==> config.mk <==
export PLATFORM = sky130hd
export DESIGN_NAME = ysyx_22040125_lsu_master_flat
export DESIGN_NICKNAME = d
export VERILOG_FILES = /design/src/rtl/ysyx_22040125_lsu_master_if.sv /design/src/rtl/ysyx_22040125_lsu_master.sv /design/src/flat_wrapper.sv
export SDC_FILE = /design/constraint.sdc
export NUM_CORES = 1
export LEC_CHECK = 0
export ABC_CLOCK_PERIOD_IN_PS = 3800
export BUFFER_PORTS_ARGS = -buffer_cell sky130_fd_sc_hd__buf_4
export CAP_MARGIN = 15
export CORE_AREA = 4 4 157 159
export CTS_CLUSTER_SIZE = 28
export DETAILED_ROUTE_END_ITERATION = 12
export DIE_AREA = 0 0 161 163
export MAX_ROUTING_LAYER = met4
export SLEW_MARGIN = 30
export SYNTH_ARGS = -nofsm -noshare
export SYNTH_HDL_FRONTEND = slang
export SYNTH_SLANG_ARGS = --single-unit
==> constraint.sdc <==
create_clock -name clk -period 3.8 [get_ports clk]
set_input_delay 0.76 -clock clk [delete_from_list [all_inputs] [get_ports clk]]
set_output_delay 0.76 -clock clk [all_outputs]
set_load 0.02 [all_outputs]
==> src/rtl/ysyx_22040125_lsu_master_if.sv <==
// rtl/ysyx_22040125_lsu_master_if.sv - MEM-stage request/response and RAM data-port bundle for the LSU master
interface ysyx_22040125_lsu_master_if;
    logic        req_valid;
    logic        req_ready;
    logic        req_wen;
    logic [63:0] req_addr;
    logic [1:0]  req_size;
    logic        req_unsigned;
    logic [63:0] req_wdata;
    logic        resp_valid;
    logic        resp_ready;
    logic [63:0] resp_rdata;
    logic        resp_err;
    logic        mem_ren;
    logic [3:0]  mem_rid;
    logic [31:0] mem_r_addr;
    logic [2:0]  mem_arsize;
    logic        mem_wen;
    logic [31:0] mem_w_addr;
    logic [2:0]  mem_awsize;
    logic [63:0] mem_wdata;
    logic [63:0] mem_rdata;

    modport master (
        input  req_valid, req_wen, req_addr, req_size, req_unsigned, req_wdata,
        input  resp_ready, mem_rdata,
        output req_ready, resp_valid, resp_rdata, resp_err,
        output mem_ren, mem_rid, mem_r_addr, mem_arsize,
        output mem_wen, mem_w_addr, mem_awsize, mem_wdata
    );

    modport slave (
        output req_valid, req_wen, req_addr, req_size, req_unsigned, req_wdata,
        output resp_ready, mem_rdata,
        input  req_ready, resp_valid, resp_rdata, resp_err,
        input  mem_ren, mem_rid, mem_r_addr, mem_arsize,
        input  mem_wen, mem_w_addr, mem_awsize, mem_wdata
    );
endinterface

==> src/rtl/ysyx_22040125_lsu_master.sv <==
// rtl/ysyx_22040125_lsu_master.sv - single-outstanding load/store initiator to the unified RAM model
// LSU_MISALIGN_TRAP_EN: misaligned requests return resp_err instead of being force-aligned.
module ysyx_22040125_lsu_master #(
    parameter logic [31:0] ADDR_BASE = 32'h8000_0000,
    parameter int          RD_LAT    = 1
) (
    input logic clk,
    input logic rst,
    ysyx_22040125_lsu_master_if.master bus
);

    typedef enum logic [1:0] {IDLE, RD, WR, RESP} state_t;

    state_t      state;
    state_t      state_nxt;
    logic        req_ready;
    logic        resp_valid;
    logic        mem_ren;
    logic        mem_wen;
    logic        accept;
    logic        err_req;
    logic [31:0] addr_eff;
    logic [2:0]  size_oh;
    logic [63:0] rd_ext;

    logic [31:0] off_q;
    logic [2:0]  oh_q;
    logic        uns_q;
    logic [63:0] wdata_q;
    logic [3:0]  cnt_q;
    logic [63:0] rdata_q;
    logic        err_q;

    logic        unused;
    assign unused = ^bus.req_addr[63:32];

    assign accept = bus.req_valid && req_ready;

    always_comb begin
        size_oh = 3'b000;
        case (bus.req_size)
            2'd0:    size_oh = 3'b100;
            2'd1:    size_oh = 3'b010;
            2'd2:    size_oh = 3'b001;
            default: size_oh = 3'b000;
        endcase
    end

`ifdef LSU_MISALIGN_TRAP_EN
    logic misaligned;
    always_comb begin
        misaligned = 1'b0;
        case (bus.req_size)
            2'd1:    misaligned = bus.req_addr[0];
            2'd2:    misaligned = |bus.req_addr[1:0];
            2'd3:    misaligned = |bus.req_addr[2:0];
            default: misaligned = 1'b0;
        endcase
    end
    assign err_req  = misaligned;
    assign addr_eff = bus.req_addr[31:0];
`else
    // Without the trap, silently round the address down to natural alignment.
    always_comb begin
        addr_eff = bus.req_addr[31:0];
        case (bus.req_size)
            2'd1:    addr_eff = {bus.req_addr[31:1], 1'b0};
            2'd2:    addr_eff = {bus.req_addr[31:2], 2'b00};
            2'd3:    addr_eff = {bus.req_addr[31:3], 3'b000};
            default: addr_eff = bus.req_addr[31:0];
        endcase
    end
    assign err_req = 1'b0;
`endif

    // The RAM always sign-extends, so unsigned loads mask the upper bits here.
    always_comb begin
        rd_ext = bus.mem_rdata;
        if (uns_q) begin
            case (oh_q)
                3'b100:  rd_ext = {56'd0, bus.mem_rdata[7:0]};
                3'b010:  rd_ext = {48'd0, bus.mem_rdata[15:0]};
                3'b001:  rd_ext = {32'd0, bus.mem_rdata[31:0]};
                default: rd_ext = bus.mem_rdata;
            endcase
        end
    end

    always_ff @(posedge clk or negedge rst) begin
        if (!rst) begin
            state <= IDLE;
        end else begin
            state <= state_nxt;
        end
    end

    always_comb begin
        state_nxt  = state;
        req_ready  = 1'b0;
        resp_valid = 1'b0;
        mem_ren    = 1'b0;
        mem_wen    = 1'b0;
        case (state)
            IDLE: begin
                req_ready = 1'b1;
                if (bus.req_valid) begin
                    if (err_req) begin
                        state_nxt = RESP;
                    end else if (bus.req_wen) begin
                        state_nxt = WR;
                    end else begin
                        state_nxt = RD;
                    end
                end
            end
            RD: begin
                mem_ren = 1'b1;
                if (cnt_q == 4'd0) begin
                    state_nxt = RESP;
                end
            end
            WR: begin
                mem_wen   = 1'b1;
                state_nxt = RESP;
            end
            RESP: begin
                resp_valid = 1'b1;
                if (bus.resp_ready) begin
                    state_nxt = IDLE;
                end
            end
            default: state_nxt = IDLE;
        endcase
    end

    always_ff @(posedge clk or negedge rst) begin
        if (!rst) begin
            off_q   <= 32'd0;
            oh_q    <= 3'b000;
            uns_q   <= 1'b0;
            wdata_q <= 64'd0;
            cnt_q   <= 4'd0;
            rdata_q <= 64'd0;
            err_q   <= 1'b0;
        end else if (accept) begin
            off_q   <= addr_eff - ADDR_BASE;
            oh_q    <= size_oh;
            uns_q   <= bus.req_unsigned;
            wdata_q <= bus.req_wdata;
            cnt_q   <= 4'(RD_LAT - 1);
            rdata_q <= 64'd0;
            err_q   <= err_req;
        end else if (state == RD) begin
            if (cnt_q == 4'd0) begin
                rdata_q <= rd_ext;
            end else begin
                cnt_q <= cnt_q - 4'd1;
            end
        end
    end

    assign bus.req_ready  = req_ready;
    assign bus.resp_valid = resp_valid;
    assign bus.resp_rdata = rdata_q;
    assign bus.resp_err   = err_q;
    assign bus.mem_ren    = mem_ren;
    assign bus.mem_rid    = 4'd1;
    assign bus.mem_r_addr = off_q;
    assign bus.mem_arsize = oh_q;
    assign bus.mem_wen    = mem_wen;
    assign bus.mem_w_addr = off_q;
    assign bus.mem_awsize = oh_q;
    assign bus.mem_wdata  = wdata_q;

endmodule

==> src/flat_wrapper.sv <==
// flat-port wrapper written by rule: the top's interface ports become plain ports
module ysyx_22040125_lsu_master_flat 
#(
    parameter logic [31:0] ADDR_BASE = 32'h8000_0000,
    parameter int          RD_LAT    = 1
)
  (clk, rst, bus_req_valid, bus_req_wen, bus_req_addr, bus_req_size, bus_req_unsigned, bus_req_wdata, bus_resp_ready, bus_mem_rdata, bus_req_ready, bus_resp_valid, bus_resp_rdata, bus_resp_err, bus_mem_ren, bus_mem_rid, bus_mem_r_addr, bus_mem_arsize, bus_mem_wen, bus_mem_w_addr, bus_mem_awsize, bus_mem_wdata);
  ysyx_22040125_lsu_master_if bus_i ();
  input logic clk;
  input logic rst;
  input wire logic [$bits(bus_i.req_valid)-1:0] bus_req_valid;
  input wire logic [$bits(bus_i.req_wen)-1:0] bus_req_wen;
  input wire logic [$bits(bus_i.req_addr)-1:0] bus_req_addr;
  input wire logic [$bits(bus_i.req_size)-1:0] bus_req_size;
  input wire logic [$bits(bus_i.req_unsigned)-1:0] bus_req_unsigned;
  input wire logic [$bits(bus_i.req_wdata)-1:0] bus_req_wdata;
  input wire logic [$bits(bus_i.resp_ready)-1:0] bus_resp_ready;
  input wire logic [$bits(bus_i.mem_rdata)-1:0] bus_mem_rdata;
  output wire logic [$bits(bus_i.req_ready)-1:0] bus_req_ready;
  output wire logic [$bits(bus_i.resp_valid)-1:0] bus_resp_valid;
  output wire logic [$bits(bus_i.resp_rdata)-1:0] bus_resp_rdata;
  output wire logic [$bits(bus_i.resp_err)-1:0] bus_resp_err;
  output wire logic [$bits(bus_i.mem_ren)-1:0] bus_mem_ren;
  output wire logic [$bits(bus_i.mem_rid)-1:0] bus_mem_rid;
  output wire logic [$bits(bus_i.mem_r_addr)-1:0] bus_mem_r_addr;
  output wire logic [$bits(bus_i.mem_arsize)-1:0] bus_mem_arsize;
  output wire logic [$bits(bus_i.mem_wen)-1:0] bus_mem_wen;
  output wire logic [$bits(bus_i.mem_w_addr)-1:0] bus_mem_w_addr;
  output wire logic [$bits(bus_i.mem_awsize)-1:0] bus_mem_awsize;
  output wire logic [$bits(bus_i.mem_wdata)-1:0] bus_mem_wdata;
  assign bus_i.req_valid = bus_req_valid;
  assign bus_i.req_wen = bus_req_wen;
  assign bus_i.req_addr = bus_req_addr;
  assign bus_i.req_size = bus_req_size;
  assign bus_i.req_unsigned = bus_req_unsigned;
  assign bus_i.req_wdata = bus_req_wdata;
  assign bus_i.resp_ready = bus_resp_ready;
  assign bus_i.mem_rdata = bus_mem_rdata;
  assign bus_req_ready = bus_i.req_ready;
  assign bus_resp_valid = bus_i.resp_valid;
  assign bus_resp_rdata = bus_i.resp_rdata;
  assign bus_resp_err = bus_i.resp_err;
  assign bus_mem_ren = bus_i.mem_ren;
  assign bus_mem_rid = bus_i.mem_rid;
  assign bus_mem_r_addr = bus_i.mem_r_addr;
  assign bus_mem_arsize = bus_i.mem_arsize;
  assign bus_mem_wen = bus_i.mem_wen;
  assign bus_mem_w_addr = bus_i.mem_w_addr;
  assign bus_mem_awsize = bus_i.mem_awsize;
  assign bus_mem_wdata = bus_i.mem_wdata;
  ysyx_22040125_lsu_master #(.ADDR_BASE(ADDR_BASE), .RD_LAT(RD_LAT)) u_core (.clk(clk), .rst(rst), .bus(bus_i));
endmodule
Word-level counts from Yosys, hierarchy flattened
Cells that the tools add are included.
{"block": "word_totals", "regBits": 170, "in_bits": 200, "output_inout_bits": 207, "elab_cells": 50}
{"block": "op_classes", "addsub": 2, "eq_ne": 13, "n_mux": 19, "n_reduce_logical": 9}
{"op": "2-to-1 mux 64 bit", "count": 4}
{"op": "one-hot mux 64 bit (3 select lines)", "count": 1}
{"op": "subtractor 32 bit (second input constant)", "count": 1}
{"op": "one-hot mux 3 bit (3 select lines)", "count": 2}
{"op": "2-to-1 mux 4 bit", "count": 3}
{"op": "== test 2 bit (second input constant)", "count": 4}
{"op": "2-to-1 mux 2 bit", "count": 4}
{"op": "one-hot mux 2 bit (4 select lines)", "count": 1}
{"op": "== test 2 x 1 -> 1 bit (second input constant)", "count": 2}
{"op": "zero test 2 bit", "count": 2}
{"op": "zero test 4 bit", "count": 1}
{"op": "2-to-1 mux 1 bit", "count": 4}
{"op": "inequality test 2 x 1 -> 1 bit (second input constant)", "count": 2}
{"op": "inequality test 2 bit (second input constant)", "count": 2}
{"op": "AND reduction 2 bit", "count": 2}
{"op": "nonzero test 2 bit", "count": 2}
{"op": "subtractor 4 x 1 -> 4 bit (second input constant)", "count": 1}
{"op": "== test 3 x 1 -> 1 bit (second input constant)", "count": 1}
{"op": "== test 3 x 2 -> 1 bit (second input constant)", "count": 1}
{"op": "== test 3 bit (second input constant)", "count": 1}
{"op": "AND reduction 3 bit", "count": 1}
{"op": "logical AND 1 bit", "count": 1}

Longest topological paths before layout
Gate-level depths: netlist of the first run.
{"block": "logic_depth", "word_depth": 6, "ltp_mapped": 8, "depth_no_buf": 5}

Least setup slack after synthesis of the first run
Ideal clock, no wire load.
{"block": "synth_timing", "kind": "flip-flop to flip-flop", "start": "register u_core.state[1]", "end": "register u_core.rdata_q[22], in the netlist u_core.bus.resp_rdata[22]", "setup_time_ns": 0.066, "arrival_time_ns": 1.844, "required_time_ns": 3.734, "path_slack_ns": 1.890, "path_stages_with_launch": 8, "path_buffers": 2, "period_less_slack_ns": 1.910, "cell_sequence": "dfrtp_1 -> inv_1 -> ha_1 -> nand4bb_1 -> a311oi_2 -> buf_4 -> buf_4 -> a22o_1"}
{"block": "synth_via", "elab_chain_len": 5, "elab_cells_between_ends": 8, "classes_between": "eq/ne (1); mux (2); reduce/logical (5)"}
{"item": "start, declared", "line": "ysyx_22040125_lsu_master.sv:14", "text": "state_t state;"}
{"item": "start signal, assigned", "line": "ysyx_22040125_lsu_master.sv:93", "text": "state <= state_nxt;"}
{"item": "zero test 2 bit", "line": "ysyx_22040125_lsu_master.sv:103", "text": "case (state)"}
{"item": "2-to-1 mux 1 bit", "line": "ysyx_22040125_lsu_master.sv:103"}
{"item": "logical AND 1 bit", "line": "ysyx_22040125_lsu_master.sv:37", "text": "assign accept = bus.req_valid && req_ready;"}
{"item": "nonzero test 2 bit (no line)"}
{"item": "AND reduction 2 bit (no line)"}
{"item": "end signal, assigned", "line": "ysyx_22040125_lsu_master.sv:155", "text": "rdata_q <= rd_ext;"}
{"item": "end, declared", "line": "ysyx_22040125_lsu_master.sv:31", "text": "logic [63:0] rdata_q;"}
Several ways; a longest one is shown, not always the timed one.
A chain may end at the register's enable or synchronous reset.

Final worst setup path of the first run
{"block": "layout_timing", "start": "register u_core.state[1]", "end": "register u_core.rdata_q[36], in the netlist u_core.bus.resp_rdata[36]"}
Same word-level chain as after synthesis.

==> impl_results.md, run 1 <==
- Synthesis-to-finish area growth: 48.6%
- Fillers: ~2,300
- Pwr Density: 899 nW/um^2
- DRC viols: 0
- Die width: 161 microns
- CTS tree: built
- Largest net degree at the start of global routing: between 70 and 80
- CTS Buf Count: 17
- Distinct cells, synth: 35
- RR Startpoint: u_core.state[1]$_DFFE_PN0P_
- Syn Area/Cell: 10.4 sq um
- Top-Level Pins: slightly above 400
- Required @ worst endpoint: 4.15 ns
- Startpoint types: flop
- Synthesized cell area: approximately 6900 sq um
- Post-synth EDFFs: 0
- Unrepaired setup endpoints after global routing: no
- Actual slew at the worst max-slew pin: between 0.8 and 0.9 ns
- Period utilisation layout: between 50% and 60%
- Final GP Congestion: about 0.75
- Status: finished, final reports clean
- Combinational Power Share: between 40 and 50%
- Synth Instances: around 660
- Core Util, Final: between 40 and 50%
- Share of post-route cells with drive strength above 1: a little over two fifths
- Total Routing Usage GR: about 17%
- Switching portion of total power: between 40% and 50%
- Via count: approximately 6,000
- CTS H-tree lvls: 4
- Die ar.: around 26,000 sq um
- Synthesized-area fraction occupied by adder cells: under 10%
- CTS Hold Bufs: 0
- Clk slew on worst S/H paths: around 0.070 ns
- Die Y: 163 microns
- Async SR Flop Fraction: 100%
- Post-Route WL: 22.0 mm
- Min cycle time layout: 2.26 ns
- Hpwl dp: about 16 mm
- Synth Register Bits: 170
- Setup crit start: u_core.state[1]$_DFFE_PN0P_
- PortBufs: 369
- MaxCap Viol Count: 0
- First-pass GRT wire length: about 34 mm
- Fmax: 0.443 GHz
- Core Area: approximately 23,000 sq um
- Relative slew slack: 42.8%
- Vias per inst: 4.47
- Crit path DAT: around 2.6 ns
- GR peak layer: met2
- Post-synthesis sequential area ratio: about 62%
- Simple-Gate Fraction of Synth Area: between 10% and 20%
- Critical path class: reg -> reg
- Synth area leader: dfrtp_1
- Post-synthesis mux area share: 0.438%
- Avg WL per Cell: ~17 microns
- GRT overflow: 0
- Max stage delay on crit path: ~0.48 ns
- Synth top area cells: dfrtp_1 (62%), nand2_1 (16%), a32o_1 (4.7%)
- Static leakage: roughly 5.5 nW
- ANT cells: 0
- Int Pwr: roughly 5.3 mW
- Drt pass-1 iters: 5
- Maximum clock path buffer count: 2
- Initial Utilization: between 20% and 30%
- Met2 Resource Use GR: between 20% and 30%
- M1 GR Usage: 21.4%
- Synth Warn #: 0
- CP max FO: 48
- Final net count: roughly 1,200
- CTS root buf: clkbuf_16
- FF-to-FF setup slack: between 1.5 and 2 ns
- Synth Area in XOR/XNOR: 0.128%
- Worst Hold Class: in -> async
- Synth Flop Type: dfrtp_1
- Row count: 56
- Setup TNS: 0 ns
- Yosys top cell area share: 62.0%
- Number of gates resized after cts: 0
- Reg power frac: 33.8%
- Met3 usage: roughly 5.5%
- Post-synthesis compound-gate area fraction: a little over a tenth
- Max-slew violations: 0
- Clock Latency Late Sink: 0.42 ns
- Post-CTS setup buffers: 0
- ANT nets after route: 0
- Setup Skew: 0.0112 ns
- Slowest cell on crit path: buf_4
- VDD IR max: ~450 uV
- Clock share of power: between 10% and 20%
- Vias in the first global route: between 6,000 and 7,000
- Switch Pwr: 3.87 mW
- Final Hold Fails: 0
- Crit end category: flop
- Num Clock Sinks: 170
- 1st-iter DRT viols: 315
- Main combinational cell family by area after synthesis: simple AND/OR/NAND/NOR gates
- CP cell instances: inv_1, ha_1, nand4bb_1, a311oi_4, buf_4, a32o_1
- Finish-stage setup viols: 0
- Initial antenna violation count: 0
[synthesized netlist by cell type (2+ instances only)]
cell,count
buf_4,42
ha_1,7
or3_1,2
mux2i_1,3
o21ai_0,7
a22o_1,33
nand2b_1,2
nand3_1,2
nand3b_1,2
inv_1,9
a32o_1,32
buf_6,4
clkbuf_1,15
nand2_1,288
conb_1,2
buf_2,17
dfrtp_1,170
a21oi_1,3
[cells in the final DEF, fill, tap and decap left out, types with 2 or more instances in the layout]
cell type  count
clkinv_4       4
inv_1          9
o21ai_0        7
a32o_1        32
a22o_1        33
nand2b_1       2
conb_1         5
ha_1           7
inv_8          2
clkbuf_1       2
clkbuf_16     17
buf_4        376
dfrtp_1      170
a21oi_1        3
mux2i_1        3
nand3b_1       2
inv_6          5
nand3_1        2
or3_1          2
nand2_1      287
[critical path: cells and delay by family, from the launching register on]
family | cells | cell delay (ns)
AO/OA/AOI/OAI | 2 | 0.55
adder cells (fa/ha/maj) | 1 | 0.35
buffers and inverters | 2 | 0.60
flip-flops | 1 | 0.39
AND/OR/NAND/NOR | 1 | 0.28
[flip-flops by register name (all words and copies together), names as in the netlist]
name                   flops
u_core.cnt_q               4
u_core.uns_q               1
u_core.state               2
u_core.bus.mem_arsize      3
u_core.bus.resp_rdata     64
u_core.bus.mem_r_addr     32
u_core.bus.mem_wdata      64
[power by group through the flow]
stage / clock, mW / combinational, mW / sequential, mW
finish: 1.65 / 4.41 / 3.10
global route: 1.78 / 4.75 / 3.21
CTS: 1.71 / 4.48 / 3.11
detailed placement: 0 / 4.49 / 3.12
global placement: 0 / 4.44 / 3.11
floorplan: 0 / 1.80 / 3.93
[logic make-up after synthesis]
group	after synthesis
AOI/OAI and AO/OA	81
adders and majority gates	7
buffers and inverters	87
other	2
xor gates and xnor gates	1
DFF	170
and+or+nand+nor	306
muxes	3
[area by class of cell]
| cell class | instances | area, sq um | share of cell area (%) |
|---|---|---|---|
| multi-input cells | 403 | 2110 | 20.7 |
| flip-flops and latches | 170 | 4250 | 41.7 |
| well taps | 319 | 399 | 3.92 |
| clock inverters | 12 | 109 | 1.07 |
| clock buffers | 19 | 433 | 4.25 |
| repair buffers | 378 | 2850 | 28.0 |
| inverters | 9 | 33.8 | 0.332 |
[path summary, 6_finish.rpt]
check                                                              to  cells past startpoint
worst max register to register  u_core.bus.resp_rdata[36]$_DFFE_PN0P_                      6
max in group asynchronous       u_core.bus.resp_rdata[15]$_DFFE_PN0P_                      2
worst min register to register   u_core.bus.mem_wdata[13]$_DFFE_PN0P_                      2
worst max-delay path            u_core.bus.resp_rdata[36]$_DFFE_PN0P_                      6
min in group clk                 u_core.bus.mem_wdata[13]$_DFFE_PN0P_                      2
worst min-delay path            u_core.bus.resp_rdata[25]$_DFFE_PN0P_                      1
[per-layer routing]
| layer | vias to the layer above | part of all wire (%) |
|---|---|---|
| li1 | 2757 | - |
| met1 | 2790 | 43 |
| met2 | 277 | 46 |
| met3 | 26 | 9.0 |
| met4 | 0 | 1.7 |
| met5 | - | 0 |
[per-stage QoR]
| step | hold WS, ns | setup slack (ns) | cells | cell area [sq um] | total power [mW] |
|---|---|---|---|---|---|
| 6_report | 0.375 | 1.54 | 1310 | 10200 | 9.16 |
| 5_1_grt | 0.423 | 1.40 | 1310 | 10200 | 9.74 |
| 4_1_cts | 0.399 | 1.52 | 1310 | 10200 | 9.30 |
| 2_1_floorplan | 0.464 | 1.89 | 660 | 6870 | 5.73 |
| 3_5_place_dp | 0.464 | 1.50 | 1279 | 9650 | 7.61 |
| 3_3_place_gp | 0.460 | 1.53 | 1279 | 9650 | 7.55 |
Power figures use the tool's default switching activity.
==> inputs of run 2 (changes only) <==
Settings changed: ABC_AREA set to 1, ABC_CLOCK_PERIOD_IN_PS 3800 to 1900, CORE_AREA 4 4 157 159 to 4 4 158 160, DIE_AREA 0 0 161 163 to 0 0 162 164.
Clock period 3.8 ns to 1.9 ns, I/O delays scaled along.
==> impl_results.md, run 2 <==
- Drt pass-1 iters: 5
- MaxCap Viol Count: 0
- Simple-Gate Fraction of Synth Area: about 30%
- 1st-iter DRT viols: 372
- Vias in the first global route: 6,541
- CTS Buf Count: 17
- Worst hold slack: about 0.14 ns
- Reg2reg path depth: 8
- Worst Hold Path EP: u_core.bus.mem_r_addr[26]$_DFFE_PN0P_
- Synthesis-to-finish area growth: 48.4%
- Clk slew on worst S/H paths: around 0.070 ns
- Final net count: about 1,400
- Pwr Density: between 1500 and 2000 nW/um^2
- Crit path DAT: ~1.4 ns
- Share of post-route cells with drive strength above 1: a little over a third
- Final GP Congestion: between 0.7 and 0.8
- Synth area leader: dfrtp_1
- Unrepaired setup endpoints after global routing: no
- Die width: approximately 160 microns
- Num Clock Sinks: 170
- Fillers: approximately 2,300
- Hold depth: 3
- Async SR Flop Fraction: 100%
- Core Area: roughly 23,000 sq um
- Most common cell after layout, fill and taps aside: nand2_1
- Area of the multi-input gates: about 2400 sq um
- Synth Flop Type: dfrtp_1
- Post-synthesis sequential area ratio: 57.7%
- Final std cells w/o fill: between 1,500 and 2,000
- Design Power: between 15 and 20 mW
- Finish-stage setup viols: 0
- Maximum clock path buffer count: 2
- CP cell instances: inv_1, ha_2, buf_4
- Yosys top cell area share: between 50% and 60%
- Crit end category: output pin
- Worst Hold Class: in -> reg
- Via count: between 6,000 and 7,000
- Synth Warn #: 0
- Required @ worst endpoint: around 1.5 ns
- Final Hold Fails: 0
- Initial Utilization: a little under a third
- Clock Latency Late Sink: ~0.42 ns
- Min cycle time layout: about 1.8 ns
- Post-synthesis mux area share: 0%
- Max-slew violations: 0
- Synth Register Bits: 170
- First-pass GRT wire length: between 30 and 40 mm
- Row count: 56
- Synth top area cells: dfrtp_1 (58%), nand2_1 (21%), nand3_1 (6.0%)
- Period utilisation layout: between 90% and 100%
- Total Routing Usage GR: 17.3%
- Cell with the most instances after synthesis: nand2_1
- Synth Instances: 880
- Largest net degree at the start of global routing: 79
- Max stage delay on crit path: ~0.42 ns
- Fmax: approximately 0.55 GHz
- Distinct cells, synth: 23
- Static leakage: around 6.3 nW
- Hold wc startpoint: bus_req_addr[26]
- Status: finished, final reports clean
- Post-CTS setup buffers: 0
- CTS H-tree lvls: 4
- ANT nets after route: 0
- Avg WL per Cell: 14.9 microns
- PortBufs: between 300 and 400
- Worst path bufs/invs: 2
- Delay-heaviest family, CP: flip-flops
- Slowest cell on crit path: dfrtp_1
- Reg area: around 4300 sq um
- Syn Area/Cell: between 8 and 9 sq um
- Worst r2r dst: u_core.cnt_q[0]$_DFFE_PN0P_
- Synthesized cell area: around 7400 sq um
- FF-to-FF setup slack: approximately 0.2 ns
- Synthesized-area fraction occupied by adder cells: about 1.2%
- Critical path class: reg -> out
- Setup TNS: 0 ns
- CP max FO: 8
- CTS root buf: clkbuf_16
- ANT cells: 0
- Vias per inst: about 4.3
- Placed cells: 1,512
- Hpwl dp: about 17 mm
- Startpoint types: flop
- Commonest cells after routing, fill and taps aside: nand2_1 (403), buf_4 (385), dfrtp_1 (170), nand3_1 (88), inv_1 (49)
- DRC viols: 0
- Synth top cells by count: nand2_1 (403), dfrtp_1 (170), nand3_1 (88), inv_1 (49), buf_4 (43)
- Top-Level Pins: approximately 410
- Synth Area in XOR/XNOR: 0%
- Initial antenna violation count: 0
- Post-synthesis compound-gate area fraction: between 1.5 and 2%
- GRT overflow: 0
- RR Startpoint: u_core.state[1]$_DFFE_PN0P_
- Setup Skew: 0.0127 ns
- Post-Route WL: ~23 mm
- CTS tree: built
- Main combinational cell family by area after synthesis: simple AND/OR/NAND/NOR gates
- Setup crit start: u_core.state[1]$_DFFE_PN0P_
- Die ar.: between 20,000 and 30,000 sq um
- Post-synth EDFFs: 0
- Die Y: 164 microns
- VDD IR max: 800 uV
run 2: final cells by class:
type                            instances  area share, %
Multi-Input combinational cell        576           22.3
Clock inverter                         12           1.09
Inverter                               51           1.77
Sequential cell                       170           38.9
Timing Repair Buffer                  397           28.4
Tap cell                              319           3.65
Clock buffer                           17           3.89
run 2: worst min-delay path, cell delays in order:
cell,delay [ns]
buf_4,0.08
nand2_1,0.04
nand2_1,0.04
run 2: where the power goes:
group,internal (mW),total (mW),switching (mW),leakage (nW)
clock,1.80,3.30,1.50,0.247
sequential,5.27,6.34,1.07,2.19
combinational,3.98,9.82,5.84,3.84
run 2: worst max-delay path by stage:
stage | slack (ns) | depth (start not counted) | endpoint
2_1_floorplan | 0.26 | 8 | u_core.bus.resp_rdata[32]$_DFFE_PN0P_
3_3_place_gp | 0.07 | 7 | u_core.cnt_q[0]$_DFFE_PN0P_
3_5_place_dp | 0.03 | 7 | u_core.cnt_q[0]$_DFFE_PN0P_
4_1_cts | 0.02 | 7 | u_core.cnt_q[0]$_DFFE_PN0P_
5_1_grt | 0.003 | 8 | u_core.cnt_q[0]$_DFFE_PN0P_
6_report | 0.1 | 3 | bus_mem_ren
run 2: logic make-up (layout without fill, tap and decap cells):
kind of cell / Yosys count / count (layout)
other cells: 2 / 5
buf+inv: 137 / 477
simple gates: 538 / 538
fa+ha+maj: 7 / 7
compound gates: 26 / 26
flops: 170 / 170
run 2: metal layers:
metal  GRT usage (%)  share of wire, %  vias to the layer above
li1                -                 -                     3324
met1            20.9                42                     3078
met2            28.9                49                      245
met3            3.71               6.7                       27
met4            5.69               1.9                        0
met5               -                 0                        -
run 2: repair_timing:
item,4_1_cts,5_1_grt
setup endpoints to repair,1,98
hold endpoints to repair,37,0
hold buffers,1,0
gates resized for setup,1,2
gates cloned,0,0
run 2: through the flow:
stage               cell area (sq um)  worst slack [ns]  util, %
floorplan                        7380             0.257        -
global placement                10400            0.0738     44.3
detailed placement              10400            0.0273     44.3
CTS                             10900            0.0155     46.7
global route                    10900           0.00324     46.7
finish                          10900            0.0958     46.7
